File: config.mk
export PLATFORM = sky130hd
export DESIGN_NAME = axis_frame_packer
export DESIGN_NICKNAME = d
export VERILOG_FILES = /design/src/rtl/axis_pkt_pkg.sv /design/src/rtl/axis_pkt_fifo.sv /design/src/rtl/axis_frame_packer.sv
export SDC_FILE = /design/constraint.sdc
export NUM_CORES = 2
export LEC_CHECK = 0
export ABC_AREA = 0
export CORE_ASPECT_RATIO = 1.2
export CORE_MARGIN = 2
export CORE_UTILIZATION = 60
export DETAILED_ROUTE_END_ITERATION = 6
export PLACE_DENSITY = 0.77
export SKIP_LAST_GASP = 1
export SYNTH_ARGS = -nofsm -noshare
export SYNTH_HDL_FRONTEND = slang
export SYNTH_SLANG_ARGS = --single-unit
File: constraint.sdc
create_clock -name aclk -period 8 [get_ports aclk]
set_clock_uncertainty 0.15 [all_clocks]
set_input_delay 1.6 -clock aclk [delete_from_list [all_inputs] [get_ports aclk]]
set_output_delay 1.6 -clock aclk [all_outputs]
set_load 0.02 [all_outputs]
File: src/rtl/axis_pkt_pkg.sv
// Shared types for the AXI channel frame packer: header layout, channel ids, close reasons, FSM states.
package axis_pkt_pkg;

  localparam logic [15:0] PKT_MAGIC = 16'hE7B5;
  localparam logic [7:0]  FLAG_CKS  = 8'h80;

  typedef enum logic [2:0] {
    CH_AR = 3'd0,
    CH_AW = 3'd1,
    CH_R  = 3'd2,
    CH_W  = 3'd3,
    CH_B  = 3'd4
  } chan_e;

  // Encoded directly as the header flag bit of the winning reason
  typedef enum logic [7:0] {
    RSN_NONE  = 8'h00,
    RSN_TMO   = 8'h01,
    RSN_CHG   = 8'h02,
    RSN_TLAST = 8'h04,
    RSN_MAX   = 8'h08
  } close_reason_e;

  typedef struct packed {
    logic [15:0] magic;
    logic [15:0] seq;
    logic [15:0] count;
    logic [4:0]  rsvd;
    chan_e       ch;
    logic [7:0]  flags;
  } pkt_hdr_t;

  typedef enum logic [1:0] {
    COLLECT = 2'd0,
    HEADER  = 2'd1,
    PAYLOAD = 2'd2,
    TRAILER = 2'd3
  } state_e;

endpackage

File: src/rtl/axis_pkt_fifo.sv
// First-word-fall-through payload FIFO; head is read straight from the register array.
module axis_pkt_fifo #(
  parameter int DEPTH = 32,
  parameter int W     = 64
) (
  input  logic         clk,
  input  logic         rst,
  input  logic         push,
  input  logic [W-1:0] push_data,
  input  logic         pop,
  output logic [W-1:0] head,
  output logic         full,
  output logic         empty
);
  localparam int AW = $clog2(DEPTH);

  logic [W-1:0]  mem [DEPTH];
  logic [AW-1:0] wr_ptr;
  logic [AW-1:0] rd_ptr;
  logic [AW:0]   level;
  logic          do_push;
  logic          do_pop;

  assign do_push = push && !full;
  assign do_pop  = pop && !empty;
  assign full    = (level == (AW+1)'(DEPTH));
  assign empty   = (level == '0);
  assign head    = mem[rd_ptr];

  always_ff @(posedge clk or posedge rst) begin
    if (rst) begin
      wr_ptr <= '0;
      rd_ptr <= '0;
      level  <= '0;
    end else begin
      if (do_push) wr_ptr <= wr_ptr + AW'(1);
      if (do_pop)  rd_ptr <= rd_ptr + AW'(1);
      case ({do_push, do_pop})
        2'b10:   level <= level + (AW+1)'(1);
        2'b01:   level <= level - (AW+1)'(1);
        default: level <= level;
      endcase
    end
  end

  always_ff @(posedge clk) begin
    if (do_push) mem[wr_ptr] <= push_data;
  end

endmodule

File: src/rtl/axis_frame_packer.sv
// Packs runs of same-channel capture beats into header+payload frames for the Ethernet TX path.
// Build option PKT_CHECKSUM_EN appends an XOR trailer beat and sets header flag bit 7.
module axis_frame_packer
  import axis_pkt_pkg::*;
#(
  parameter int DATA_W      = 64,
  parameter int MAX_BEATS   = 32,
  parameter int TIMEOUT_CYC = 1024
) (
  input  logic              aclk,
  input  logic              areset,
  input  logic [DATA_W-1:0] s_axis_tdata,
  input  logic [2:0]        s_axis_tid,
  input  logic              s_axis_tlast,
  input  logic              s_axis_tvalid,
  output logic              s_axis_tready,
  output logic [DATA_W-1:0] m_axis_tdata,
  output logic              m_axis_tlast,
  output logic              m_axis_tvalid,
  input  logic              m_axis_tready,
  output logic [31:0]       frames_sent,
  output logic [15:0]       bad_tid_cnt
);
  localparam int            TW       = $clog2(TIMEOUT_CYC);
  localparam logic [15:0]   MAX_CNT  = 16'(MAX_BEATS);
  localparam logic [TW-1:0] TMO_LAST = TW'(TIMEOUT_CYC - 1);

  state_e          state;
  logic [15:0]     count;
  logic [15:0]     idx;
  logic [15:0]     seq;
  chan_e           cur_ch;
  logic [7:0]      flags;
  logic [TW-1:0]   timer;
  close_reason_e   rsn;
  pkt_hdr_t        hdr;
  logic            fifo_full;
  logic            fifo_empty;
  logic [DATA_W-1:0] fifo_head;
  logic            tid_bad;
  logic            acc_good;
  logic            acc_bad;
  logic            out_hs;
  logic            last_pay;
  logic            frame_done;

  assign tid_bad  = (s_axis_tid > 3'd4);
  assign s_axis_tready = !areset && (state == COLLECT) && !fifo_full &&
                         (count == '0 || tid_bad || s_axis_tid == cur_ch);
  assign acc_good = s_axis_tvalid && s_axis_tready && !tid_bad;
  assign acc_bad  = s_axis_tvalid && s_axis_tready && tid_bad;
  assign out_hs   = m_axis_tvalid && m_axis_tready;
  assign last_pay = (idx == count - 16'd1);

`ifdef PKT_CHECKSUM_EN
  logic [DATA_W-1:0] csum;
  assign frame_done = out_hs && (state == TRAILER);
  assign hdr = '{magic: PKT_MAGIC, seq: seq, count: count, rsvd: '0, ch: cur_ch,
                 flags: flags | FLAG_CKS};

  always_ff @(posedge aclk or posedge areset) begin
    if (areset)          csum <= '0;
    else if (frame_done) csum <= '0;
    else if (acc_good)   csum <= csum ^ s_axis_tdata;
  end
`else
  assign frame_done = out_hs && (state == PAYLOAD) && last_pay;
  assign hdr = '{magic: PKT_MAGIC, seq: seq, count: count, rsvd: '0, ch: cur_ch,
                 flags: flags};
`endif

  // A held channel-change beat outranks the timeout; the timeout only fires on a truly idle cycle
  always_comb begin
    rsn = RSN_NONE;
    if (state == COLLECT) begin
      if (acc_good && count + 16'd1 == MAX_CNT)                         rsn = RSN_MAX;
      else if (acc_good && s_axis_tlast)                                 rsn = RSN_TLAST;
      else if (count != '0 && s_axis_tvalid && !tid_bad && s_axis_tid != cur_ch) rsn = RSN_CHG;
      else if (count != '0 && !acc_good && timer == TMO_LAST)            rsn = RSN_TMO;
    end
  end

  always_comb begin
    m_axis_tvalid = 1'b0;
    m_axis_tdata  = '0;
    m_axis_tlast  = 1'b0;
    case (state)
      HEADER: begin
        m_axis_tvalid = 1'b1;
        m_axis_tdata  = hdr;
      end
      PAYLOAD: begin
        m_axis_tvalid = !fifo_empty;
        m_axis_tdata  = fifo_head;
`ifndef PKT_CHECKSUM_EN
        m_axis_tlast  = last_pay;
`endif
      end
`ifdef PKT_CHECKSUM_EN
      TRAILER: begin
        m_axis_tvalid = 1'b1;
        m_axis_tdata  = csum;
        m_axis_tlast  = 1'b1;
      end
`endif
      default: ;
    endcase
  end

  always_ff @(posedge aclk or posedge areset) begin
    if (areset) begin
      state       <= COLLECT;
      count       <= '0;
      idx         <= '0;
      seq         <= '0;
      cur_ch      <= CH_AR;
      flags       <= '0;
      timer       <= '0;
      frames_sent <= '0;
      bad_tid_cnt <= '0;
    end else begin
      if (acc_bad && bad_tid_cnt != 16'hFFFF) bad_tid_cnt <= bad_tid_cnt + 16'd1;
      case (state)
        COLLECT: begin
          if (acc_good) begin
            count <= count + 16'd1;
            if (count == '0) cur_ch <= chan_e'(s_axis_tid);
          end
          if (acc_good || count == '0) timer <= '0;
          else                         timer <= timer + TW'(1);
          if (rsn != RSN_NONE) begin
            flags <= rsn;
            state <= HEADER;
            timer <= '0;
          end
        end
        HEADER: if (out_hs) begin
          state <= PAYLOAD;
          idx   <= '0;
        end
        PAYLOAD: if (out_hs) begin
          idx <= idx + 16'd1;
`ifdef PKT_CHECKSUM_EN
          if (last_pay) state <= TRAILER;
`endif
        end
        default: ;
      endcase
      if (frame_done) begin
        state       <= COLLECT;
        count       <= '0;
        flags       <= '0;
        seq         <= seq + 16'd1;
        frames_sent <= frames_sent + 32'd1;
      end
    end
  end

  axis_pkt_fifo #(.DEPTH(MAX_BEATS), .W(DATA_W)) u_fifo (
    .clk       (aclk),
    .rst       (areset),
    .push      (acc_good),
    .push_data (s_axis_tdata),
    .pop       (out_hs && state == PAYLOAD),
    .head      (fifo_head),
    .full      (fifo_full),
    .empty     (fifo_empty)
  );

endmodule

==> results.sh <==
export IMPL_outcome="finished, final reports clean"
export IMPL_cts_resized_gates=0
export IMPL_dr_wl_met3_microns=22630
export IMPL_slew_headroom_pct=6.880
export IMPL_ys_types=68
export IMPL_drtIter0Drc=5918
export IMPL_wirelength_microns=217700
export IMPL_wl_per_cell_microns=35.59
export IMPL_postSynthAreaPerCell_sq_um=22.41
export IMPL_ys_flop_type="edfxtp_1"
export IMPL_start_util_pct=60.50
export IMPL_p_sw_mw=8.026
export IMPL_cts_hold_fix_buffers=0
export IMPL_seq_area_sq_um=64800
export IMPL_seq_area_frac_synth_pct=75.87
export IMPL_synthesis_area_sq_um=85380
export IMPL_critPathBufInv=2
export IMPL_grt_pass1_wl_microns=314000
export IMPL_path_max_fanout=41
export IMPL_slew_violations=0
export IMPL_top_layer="met5"
export IMPL_grt_pass1_vias=43300
export IMPL_cpMostUsedCell="mux4_2"
export IMPL_clkLatencyLatePin_ps=820
export IMPL_overflow=0
export IMPL_min_path_type="reg2reg"
export IMPL_syn_nets=3906
export IMPL_cp_arrival_ps=4910
export IMPL_fmax_mhz=150.1
export IMPL_async_flop_share_pct=6.012
export IMPL_ir_drop_v=0.0002838
export IMPL_required_ps=6250
export IMPL_row_count=151
export IMPL_worstMarginPinSlew_ps=1393
export IMPL_ios=187
export IMPL_area_delta_synth_final_pct=13.04
export IMPL_slowest_delay_ps=890
export IMPL_synth_edf_count=2048
export IMPL_switching_share_pct=27.33
export IMPL_cts_sinks=2179
export IMPL_die_h_microns=417.2
export IMPL_die_area_sq_um=145300
export IMPL_yosys_warnings=0
export IMPL_path_clk_slew_ps=60
export IMPL_hold_viol=0
export IMPL_critPathTopFamily="multiplexers"
export IMPL_dpl_hpwl_microns=109300
export IMPL_antenna_left=0
export IMPL_synth_top_area_share_pct=72.03
export IMPL_track_usage_pct=30.62
export IMPL_dr_pass1_iters=5
export IMPL_drive_gt1_share_pct=26.54
export IMPL_tns_ps=0
export IMPL_worst_slack_ps=1337
export IMPL_synth_cells=3810
export IMPL_cts_setup_buffers=0
export IMPL_cts_inserted_buffers=195
export IMPL_vias=42850
export IMPL_p_int_mw=21.34
export IMPL_synth_area_top_cells="edfxtp_1 (72%), mux4_2 (17%), dfrtp_1 (3.8%), xnor2_1 (0.91%), mux2_2 (0.71%)"
export IMPL_critPathKind="reg2out"
export IMPL_antenna_found_initial=8
export IMPL_slowest_stage="dfrtp_4"
export IMPL_dp_cells=5749
export IMPL_share_comb_of_total_power_pct=24.9
export IMPL_htreeDepth=4
export IMPL_totalPowerFinal_mw=29.37
export IMPL_place_ws_ps=2156
export IMPL_grt_max_degree=75
export IMPL_final_core_util_pct=68.39
export IMPL_dieWidth_microns=348.4
export IMPL_maxCapViolCount=0
export IMPL_route_detailed_drc=0
export IMPL_multiInputGateArea_sq_um=19990
export IMPL_p_per_area_nw_per_um2=304.2
export IMPL_gp_congestion=0.8457
export IMPL_endpoint_kind="output port"
export IMPL_nets=4206
export IMPL_fin_crit_ps=6663
export IMPL_n_fill_cell=8022
export IMPL_startpoint_type="register"
export IMPL_cts_root_buf="clkbuf_16"
export IMPL_core_area_sq_um=141100
export IMPL_cts_buffer_depth=3
export IMPL_synth_seq_cells=2179
export IMPL_wl_met1_microns=77130
export IMPL_crit_chain="buf_4 -> mux4_2 -> mux4_2 -> mux2_2 -> a21oi_1 -> nor2b_1 -> clkdlybuf4s50_1"
export IMPL_pwr_share_seq_pct=43.8
export IMPL_portBuffers=186
export IMPL_yosysTopAreaCell="edfxtp_1"
export IMPL_fin_crit_sh_pct=83.29
export IMPL_routed_wl_met2_microns=109600
export IMPL_setup_viol=0
export IMPL_cts_tree="yes"
export IMPL_p_leak_nw=30.26
export IMPL_via_per_inst=7.005
export IMPL_clkPwrFrac_pct=31.3
export IMPL_rsz0062_at_grt="no"
export IMPL_final_cell_count_no_fill=6116
[cell families (layout without fill, tap and decap cells)]
logic type               count (synthesis)  count (layout)  synth area share, %
flip-flops                            2179            2179                75.87
multiplexers                           711             711                17.80
AND/OR/NAND/NOR                        415             415                2.594
buffers and inverters                  224             690                1.020
XOR/XNOR                               134             134                1.375
AO/OA/AOI/OAI                          123             123               0.9863
adder cells (fa/ha/maj)                 24              24               0.3605
other                                    0               4                    0
[routing by layer]
layer | GRT usage, % | vias up
met5 | 0 | -
met4 | 11.18 | 8
met3 | 6.033 | 501
met2 | 50.18 | 3045
met1 | 41.60 | 22680
li1 | - | 16610
[flip-flops by register name, indices dropped and copies added, names as in the netlist]
| name | cells |
|---|---|
| u_fifo.rd_ptr | 5 |
| idx | 16 |
| count | 16 |
| u_fifo.wr_ptr | 5 |
| flags | 4 |
| state | 2 |
| cur_ch | 3 |
| frames_sent | 32 |
| u_fifo.level | 6 |
| seq | 16 |
| timer | 10 |
| u_fifo.mem | 2048 |
| bad_tid_cnt | 16 |
[layout make-up]
cell class | instances | area share [%]
Clock inverter | 120 | 1.095
Sequential cell | 2179 | 67.13
Timing Repair Buffer | 305 | 3.243
Inverter | 22 | 0.08945
Multi-Input combinational cell | 1407 | 20.72
Tap cell | 1836 | 2.380
Antenna cell | 4 | 0.01037
Clock buffer | 243 | 5.331
[stage by stage]
step / area (sq um) / hold WS (ps)
floorplan: 85460 / 292.6
detailed placement: 90300 / 325.5
CTS: 96510 / 336.8
global placement: 90300 / 313.3
global route: 96510 / 349.1
finish: 96520 / 331.1
[synth_stat cells (3+ instances only)]
master	count
xor2_1	45
nor4_1	6
or3_1	6
buf_6	3
o21ai_0	20
a211oi_1	4
mux2i_1	16
ha_1	23
and3_1	27
xnor2_1	89
nor2b_1	56
a21oi_1	23
nand4_1	32
nand2_1	68
o2bb2ai_1	4
clkbuf_1	135
and2_1	8
mux4_2	640
mux2_2	54
edfxtp_1	2048
nor3b_1	3
nor3_1	12
o31ai_1	8
and4_1	11
or3b_2	3
o21a_1	3
nand3b_1	5
buf_1	58
nor2_1	100
a22oi_1	40
nand2b_1	5
inv_1	22
dfrtp_1	131
nand3_1	49
buf_2	6
or4_1	6
[final timing paths]
path | start | end | slack (ps) | depth (start not counted)
worst min register to register | frames_sent[19] | frames_sent[19] | 330 | 1
min in group asynchronous | areset | frames_sent[31] | 1280 | 3
worst max-delay path | u_fifo.rd_ptr[1] | m_axis_tdata[50] | 1340 | 7
max in group asynchronous | areset | u_fifo.rd_ptr[3] | 4820 | 4
worst min-delay path | frames_sent[19] | frames_sent[19] | 330 | 1
worst max register to register | count[9] | u_fifo.mem[20][25] | 2620 | 7
[cells in the final DEF, fill, tap and decap left out, drive strengths merged, types with 3 or more instances in the layout]
master         count
or3                7
clkbuf           243
nor4               8
a22oi             40
or3b               4
nand4             32
buf              119
nand3b             5
nand2b             5
xnor2             89
or4                7
and4              13
edfxtp          2048
nand2             68
dfrtp            131
and2              10
nor2             100
mux2i             16
and3              27
xor2              45
ha                23
nor2b             56
bufinv            16
nor3              12
a211oi             4
o21ai             20
diode              4
clkdlybuf4s50    186
nand3             49
mux2              55
mux4             640
o21a               3
o31ai              8
inv               28
clkinvlp          12
o2bb2ai            4
clkinv            86
a21oi             23
nor3b              3
[power by group through the flow]
stage	sequential [mW]	clock, mW	combinational, mW
floorplan	12.9	0	5.24
global placement	13.1	0	7.10
CTS	12.8	9.31	7.37
global route	12.9	9.67	7.70
detailed placement	13.1	0	7.19
finish	12.9	9.20	7.31
(Power assumes the default switching activity.)
